[config.mk]
export PLATFORM = sky130hd
export DESIGN_NAME = alu_exec_unit
export DESIGN_NICKNAME = d
export VERILOG_FILES = /design/src/rtl/alu_pkg.sv /design/src/rtl/alu_comb_core.sv /design/src/rtl/alu_exec_unit.sv
export SDC_FILE = /design/constraint.sdc
export NUM_CORES = 1
export LEC_CHECK = 0
export ABC_AREA = 1
export BUFFER_PORTS_ARGS = -buffer_cell sky130_fd_sc_hd__buf_4
export CAP_MARGIN = 10
export CORE_MARGIN = 3
export CORE_UTILIZATION = 55
export CTS_BUF_LIST = sky130_fd_sc_hd__clkbuf_8
export CTS_CLUSTER_DIAMETER = 100
export CTS_CLUSTER_SIZE = 8
export DETAILED_ROUTE_END_ITERATION = 8
export GPL_TIMING_DRIVEN = 0
export PLACE_DENSITY = 0.75
export SETUP_SLACK_MARGIN = 0.15
export SLEW_MARGIN = 10
export SYNTH_ARGS = -nofsm -noshare
export SYNTH_HDL_FRONTEND = slang
export SYNTH_SLANG_ARGS = --single-unit
[constraint.sdc]
create_clock -name clk -period 2.4 [get_ports clk]
set_clock_uncertainty 0.05 [all_clocks]
set_input_delay 0.24 -clock clk [delete_from_list [all_inputs] [get_ports clk]]
set_output_delay 0.24 -clock clk [all_outputs]
set_load 0.005 [all_outputs]
[src/rtl/alu_pkg.sv]
// Shared definitions for the execute-stage ALU: op codes, FSM states, shift width.
package alu_pkg;

   // Operation codes, identical to the encoding produced by the ALU controller.
   localparam logic [3:0] OP_AND = 4'b0000;
   localparam logic [3:0] OP_OR  = 4'b0001;
   localparam logic [3:0] OP_ADD = 4'b0010;
   localparam logic [3:0] OP_SLL = 4'b0011;
   localparam logic [3:0] OP_XOR = 4'b0100;
   localparam logic [3:0] OP_SRL = 4'b0101;
   localparam logic [3:0] OP_SUB = 4'b0110;
   localparam logic [3:0] OP_EQ  = 4'b1000;
   localparam logic [3:0] OP_SRA = 4'b1010;
   localparam logic [3:0] OP_SLT = 4'b1100;

   // Default datapath width and the matching shift-amount width.
   localparam int DATA_WIDTH = 32;
   localparam int SHAMT_W    = $clog2(DATA_WIDTH);

   typedef enum logic [1:0] {
      IDLE  = 2'd0,
      SHIFT = 2'd1,
      DONE  = 2'd2
   } state_t;

   // Shifts go through the iterative shifter; everything else is single-cycle.
   function automatic logic is_shift(input logic [3:0] op);
      return (op == OP_SLL) || (op == OP_SRL) || (op == OP_SRA);
   endfunction

endpackage

[src/rtl/alu_comb_core.sv]
// Single-cycle ALU evaluation: logic, add/sub, equality and signed less-than.
// Shift codes and undefined codes evaluate to 0 here.
module alu_comb_core
   import alu_pkg::*;
#(
   parameter int DATA_WIDTH = 32
) (
   input  logic [3:0]            op,
   input  logic [DATA_WIDTH-1:0] a,
   input  logic [DATA_WIDTH-1:0] b,
   output logic [DATA_WIDTH-1:0] result
);

   // Pure decode of the op code onto the matching arithmetic/logic result.
   always_comb begin
      result = '0;
      case (op)
         OP_AND: result = a & b;
         OP_OR:  result = a | b;
         OP_ADD: result = a + b;
         OP_XOR: result = a ^ b;
         OP_SUB: result = a - b;
         OP_EQ:  result = {{(DATA_WIDTH-1){1'b0}}, (a == b)};
         OP_SLT: result = {{(DATA_WIDTH-1){1'b0}}, ($signed(a) < $signed(b))};
         default: result = '0;
      endcase
   end

endmodule

[src/rtl/alu_exec_unit.sv]
// Execute-stage ALU with valid/ready on both sides. Non-shift ops finish in one
// cycle; shifts step one bit per cycle through a shift register.
module alu_exec_unit
   import alu_pkg::*;
#(
   parameter int DATA_WIDTH = 32
) (
   input  logic                  clk,
   input  logic                  rst_n,
   input  logic                  in_valid,
   output logic                  in_ready,
   input  logic [3:0]            Operation,
   input  logic [DATA_WIDTH-1:0] SrcA,
   input  logic [DATA_WIDTH-1:0] SrcB,
   output logic                  out_valid,
   input  logic                  out_ready,
   output logic [DATA_WIDTH-1:0] ALUResult,
   output logic                  Zero
);

   localparam int SHAMT_BITS = $clog2(DATA_WIDTH);

   state_t                  state_reg, state_next;
   logic [DATA_WIDTH-1:0]   shreg_reg;
   logic [DATA_WIDTH-1:0]   shift_next;
   logic [SHAMT_BITS-1:0]   cnt_reg;
   logic [3:0]              op_reg;
   logic [DATA_WIDTH-1:0]   result_reg;
   logic [DATA_WIDTH-1:0]   core_result;
   logic [SHAMT_BITS-1:0]   shamt;
   logic                    accept;
   logic                    req_shift;

   assign shamt     = SrcB[SHAMT_BITS-1:0];
   assign accept    = in_valid && (state_reg == IDLE);
   assign req_shift = is_shift(Operation);

   alu_comb_core #(
      .DATA_WIDTH (DATA_WIDTH)
   ) u_core (
      .op     (Operation),
      .a      (SrcA),
      .b      (SrcB),
      .result (core_result)
   );

   // One-bit step of the shift register in the direction of the captured op.
   always_comb begin
      shift_next = {1'b0, shreg_reg[DATA_WIDTH-1:1]};
      case (op_reg)
         OP_SLL:  shift_next = {shreg_reg[DATA_WIDTH-2:0], 1'b0};
         OP_SRA:  shift_next = {shreg_reg[DATA_WIDTH-1], shreg_reg[DATA_WIDTH-1:1]};
         default: shift_next = {1'b0, shreg_reg[DATA_WIDTH-1:1]};
      endcase
   end

   // State register.
   always_ff @(posedge clk or negedge rst_n) begin
      if (!rst_n) state_reg <= IDLE;
      else        state_reg <= state_next;
   end

   // Next-state logic: shamt=0 shifts skip straight to DONE like any single-cycle op.
   always_comb begin
      state_next = state_reg;
      case (state_reg)
         IDLE: begin
            if (accept) begin
               if (req_shift && (shamt != '0)) state_next = SHIFT;
               else                            state_next = DONE;
            end
         end
         SHIFT: begin
            if (cnt_reg == SHAMT_BITS'(1)) state_next = DONE;
         end
         DONE: begin
            if (out_ready) state_next = IDLE;
         end
         default: state_next = IDLE;
      endcase
   end

   // Handshake outputs decoded from the state; Zero follows the registered result.
   always_comb begin
      in_ready  = (state_reg == IDLE);
      out_valid = (state_reg == DONE);
      ALUResult = result_reg;
      Zero      = (result_reg == '0);
   end

   // Datapath: capture on accept, iterate shifts, hold the result through DONE.
   always_ff @(posedge clk or negedge rst_n) begin
      if (!rst_n) begin
         shreg_reg  <= '0;
         cnt_reg    <= '0;
         op_reg     <= OP_AND;
         result_reg <= '0;
      end else begin
         case (state_reg)
            IDLE: begin
               if (accept) begin
                  if (req_shift) begin
                     if (shamt == '0) begin
                        result_reg <= SrcA;
                     end else begin
                        shreg_reg <= SrcA;
                        cnt_reg   <= shamt;
                        op_reg    <= Operation;
                     end
                  end else begin
                     result_reg <= core_result;
                  end
               end
            end
            SHIFT: begin
               shreg_reg <= shift_next;
               cnt_reg   <= cnt_reg - SHAMT_BITS'(1);
               if (cnt_reg == SHAMT_BITS'(1)) result_reg <= shift_next;
            end
            default: ;
         endcase
      end
   end

endmodule

==> After elaboration in Yosys (flattened, before gate mapping) <==
Cells that the tools add are included.
{ "op_classes": {"add_sub_neg": 3, "reduce_logical": 14, "n_eq_ne": 21, "bitwise": 4, "magnitude_cmp": 1, "muxes": 20} }
{ "op_table": {"columns": ["cell", "n"], "rows": [
  ["two-way mux 32 bit", 7],
  ["one-hot mux 32 bit (7 select lines)", 1],
  ["one-hot mux 32 bit (2 select lines)", 3],
  ["adder 32 bit", 1],
  ["bitwise AND 32 bit", 1],
  ["== test 32 bit", 1],
  ["logical NOT 32 bit", 1],
  ["< comparator 32 bit", 1],
  ["bitwise OR 32 bit", 1],
  ["subtractor 32 bit", 1],
  ["bitwise XOR 32 bit", 1],
  ["== test 4 bit (second input constant)", 4],
  ["two-way mux 5 bit", 3],
  ["== test 4 x 2 -> 1 bit (second input constant)", 3],
  ["== test 4 x 3 -> 1 bit (second input constant)", 3],
  ["AND reduction 4 bit", 3],
  ["one-hot mux 5 bit (2 select lines)", 1],
  ["two-way mux 2 bit", 4],
  ["inequality test 2 x 1 -> 1 bit (second input constant)", 3],
  ["one-hot mux 2 bit (3 select lines)", 1],
  ["== test 5 x 1 -> 1 bit (second input constant)", 1],
  ["logical NOT 5 bit", 1],
  ["nonzero test 5 bit", 1],
  ["subtractor 5 x 1 -> 5 bit (second input constant)", 1],
  ["other kinds (12)", 15]
]} }
{ "totals": {"output_inout_bits": 35, "in_bits": 72, "regBits": 75} }

==> Logic depth before layout (Yosys ltp) <==
{ "logic_depth": {"depth_word": 7, "ltp_mapped": 17, "depth_no_buf": 17} }

==> By module <==
A second synthesis with hierarchy kept.
{ "unflattened": {"cells_unflattened": 2040, "hier_area_um2": 11192.0} }
{ "by_module_without_submodules": {"columns": ["module", "cells_per_inst", "seq_area_each_um2", "area_per_inst_um2", "instances"], "rows": [
  ["alu_comb_core", 1285, 0.0, 6328.6, 1],
  ["alu_exec_unit", 755, 1876.8, 4863.4, 1]
]} }

==> Worst setup path after synthesis <==
Ideal clock, no wire load.
{ "synth_timing": {"kind": "input -> register", "start": "input port SrcA[0]", "end": "register result_reg[20], in the netlist ALUResult[20]", "t_arrival_ns": 1.715, "path_stages": 15, "t_required_ns": 2.222, "path_buffers": 0, "setup_ns": 0.128, "slack_ns": 0.507, "cell_sequence": "ha_1 -> inv_1 -> fa_1 -> inv_1 -> nand3_1 -> nand3_1 -> nand3_1 -> nand3_1 -> nand3_1 -> nand2_1 -> nand2_1 -> nand3_1 -> nand3_1 -> nand2_1 -> a21oi_1"} }
{ "synth_via": {"elab_chain_len": 5} }
{ "synth_rtl": {"columns": ["item", "line_no", "rtl"], "rows": [
  ["start, declared", "alu_exec_unit.sv:13", "input logic [DATA_WIDTH-1:0] SrcA,"],
  ["subtractor 32 bit / adder 32 bit (equally long branches)", "alu_comb_core.sv:22, alu_comb_core.sv:20", null],
  ["one-hot mux 32 bit (7 select lines) (*)", "alu_comb_core.sv:17", "case (op)"],
  ["two-way mux 32 bit (*)", "alu_exec_unit.sv:102", "if (req_shift) begin"],
  ["two-way mux 32 bit (*)", "alu_exec_unit.sv:101", "if (accept) begin"],
  ["one-hot mux 32 bit (2 select lines) (*)", "alu_exec_unit.sv:99", "case (state_reg)"],
  ["end signal, assigned", "alu_exec_unit.sv:104", "result_reg <= SrcA;"],
  ["end signal, assigned", "alu_exec_unit.sv:111", "result_reg <= core_result;"],
  ["end signal, assigned", "alu_exec_unit.sv:118", "if (cnt_reg == SHAMT_BITS'(1)) result_reg <= shift_next;"],
  ["end, declared", "alu_exec_unit.sv:28", "logic [DATA_WIDTH-1:0] result_reg;"]
]} }
Mark *: on every way between the ends. The rest lies on a longest branch, timed or not. The select of a mux whose other input is x is not followed.
A chain may end at the register's enable or synchronous reset.

==> Worst setup path in the final report <==
{ "layout_timing": {"start": "register state_reg[0]", "end": "register result_reg[8], in the netlist ALUResult[8]"} }
{ "layout_via": {"elab_chain_len": 4} }
{ "layout_rtl": {"columns": ["item", "line_no", "rtl"], "rows": [
  ["start, declared", "alu_exec_unit.sv:23", "state_t state_reg, state_next;"],
  ["start signal, assigned", "alu_exec_unit.sv:60", "else state_reg <= state_next;"],
  ["logical NOT 2 bit", "alu_exec_unit.sv:35, alu_exec_unit.sv:99", null],
  ["logical AND 1 bit", "alu_exec_unit.sv:35", "assign accept = in_valid && (state_reg == IDLE);"],
  ["inequality test 2 x 1 -> 1 bit (no source line)", null, null],
  ["AND reduction 4 bit (no source line)", null, null]
]} }
Parallel ways exist; a longest one is shown, timed or not.

==> run metrics <==
Tmin final roughly 2.3 ns; Post-synth top cells nand2_1, inv_1, nor2_1; Reg2Reg Setup Slack 0.14 ns; number of remaining DRC errors 0; vias 12780; Synth Area per Inst around 5.7 sq um; Cell Chain, Critical Path nand2_1, clkbuf_1, clkbuf_2, o21ai_0, a21oi_1; Crit Path Category reg2reg; Data arrival, critical path about 2.5 ns; HP Class in2async; Top Ports roughly 110; largest net degree at the start of global routing between 70 and 80; die area 20560 sq um; Setup WS post-layout between 0.1 and 0.15 ns; Worst R2R Path Depth 5; Synth cell types 45; CP peak stage delay 0.48 ns; Setup crit start kind flip-flop; Inserted Diodes 0; failing checks hold timing; Yosys warnings 0; clock tree buffer depth 2; max_slew headroom between 30% and 40%; Pwr per Cell Area 651.5 nW/um^2; root buffer cell clkbuf_8; critical path's slowest cell clkbuf_1; GRT Util Overall approximately 39%; cell count after synthesis around 1800; routed length per instance approximately 19 um; Finished Layout Cells approximately 2200; first-pass GRT wire length between 60 and 70 mm; final setup TNS 0 ns; Fmax roughly 440 MHz; most common cell in the netlist nand2_1; WL final between 40 and 50 mm; peak supply drop around 0.66 mV; Post-Place Cells roughly 2200; status finished with violations; Max-cap violations 0; number of global-route vias before repair 11420; starting density of the core a little under three fifths; Post-DP Area between 10000 and 15000 sq um; Worst Path Buf+Inv 2; Primary FF master, synth dfrtp_1; cell area after layout 11880 sq um; area fraction of the dominant cell type after synthesis 18.69%; vias per cell just under 6; initial antenna violation count 0; asr flop ratio synth 100.0%; Hold Fails Final Rpt 13; CTS Buf Count 9; Worst-Skew Late Latency around 0.36 ns; fin crit share between 90% and 100%; Yosys top cell by area nand2_1; Final #Nets 2113; post-route ant nets 0; max-slew violation count 0; Place WS -0.3840 ns; CP Capture Type flip-flop; net count after synthesis roughly 2000; global route overflow 0; Area Growth Syn to Fin 14.46%; register area share after synthesis 18.08%; die height between 100 and 150 um; Worst-Margin Slew about 1 ns; EDFF count, synth 0; leakage power about 6.6 nW; global placer's final weighted congestion 1.022; CTS Sinks 75; Post-DP HPWL between 30 and 40 mm; chip width 143.4 um; largest cells by area after synthesis nand2_1, dfrtp_1, ha_1, inv_1, nor2_1; critical path data required time between 2 and 3 ns; core box area 18270 sq um; CTS tree built; flops & latches, synth 75; RSZ-0062 raised after global routing yes; critical path depth in cells 5; H-Tree Depth 3; Max FO, Critical Path 10; initial drt markers roughly 1400; drt pass-1 iters 6; share of cells above drive strength 1 12.82%; worst hold margin -0.04573 ns; Mapped Area 10380 sq um; endpoints failing setup 0; Port Buffers 106; FP Rows 49; Worst path top cell family by delay buffers and inverters; Reg clk slew, reported paths 0.08 ns
layout make-up:
cell class	count	area [sq um]
Clock buffer	9	123.9
Tap cell	229	286.5
Sequential cell	75	1877
Buffer	72	365.4
Clock inverter	7	116.4
Multi-Input combinational cell	1343	7063
Timing Repair Buffer	108	813.3
Fill cell	1794	6386
Inverter	329	1239
per-stage QoR:
| step | utilization [%] | total power [mW] |
|---|---|---|
| after floorplan | - | 4.717 |
| after global placement | 62.75 | 6.241 |
| after detailed placement | 62.75 | 6.333 |
| after CTS | 64.26 | 7.557 |
| after global routing | 65.05 | 8.264 |
| final | 65.05 | 7.742 |
kinds of logic after synthesis:
logic type / count (synthesis) / synth area share, %
compound gates: 336 / 18.10
xor+xnor: 5 / 0.4218
fa+ha+maj: 103 / 12.56
buf+inv: 401 / 15.34
flops: 75 / 18.08
simple gates: 899 / 35.50
cells in the final DEF (no fill, tap or decap), types with 5 or more instances in the layout:
cell	netlist	routed
dfrtp_1	75	75
buf_4	7	114
inv_2	12	13
inv_1	316	314
nand2_1	517	505
o21bai_1	6	5
clkbuf_2	1	7
a31oi_1	11	11
nor2_2	5	12
a311oi_1	19	19
a21oi_1	139	135
nor4_1	12	8
nand3_2	1	7
nand4_1	12	12
clkbuf_1	19	14
nor3_1	14	14
clkbuf_8	0	9
o22ai_1	33	33
nand2_2	2	13
nor2_1	190	182
o21ai_1	27	26
o21ai_0	82	82
nand3_1	133	127
ha_1	101	96
ha_2	0	5
a21oi_2	2	6
buf_2	42	42
routing by layer:
metal  up-vias  track usage, %  routed length (um)
met3       146           6.722                4742
met1      5785           51.84               16000
li1       6044               -                   -
met2       804           60.25               17860
met5         -               0                   0
met4         0           19.97                2509
worst paths after layout:
kind                               from       endpoint
hold reg to reg            shreg_reg[4]   shreg_reg[4]
hold / removal                    rst_n  shreg_reg[23]
setup / recovery           state_reg[0]   ALUResult[8]
max in group asynchronous         rst_n   ALUResult[3]
min in group clk                SrcB[1]     cnt_reg[1]
setup reg to reg           state_reg[0]   ALUResult[8]
where the power goes:
group          internal (mW)  switching [mW]  leakage, nW  total [mW]
Combinational           1.55            2.54         5.60        4.09
Clock                  0.689           0.509        0.119        1.20
Sequential              1.88           0.568        0.908        2.45
what timing repair did:
item | in CTS | in global routing
hold buffers | 1 | 0
setup buffers | 0 | 1
gates cloned | 0 | 0
pin swaps | 0 | 2
endpoints found under the hold margin | 1 | 0
resized for setup | 6 | 49
setup endpoints to repair | 6 | 44
(Power assumes the default switching activity.)
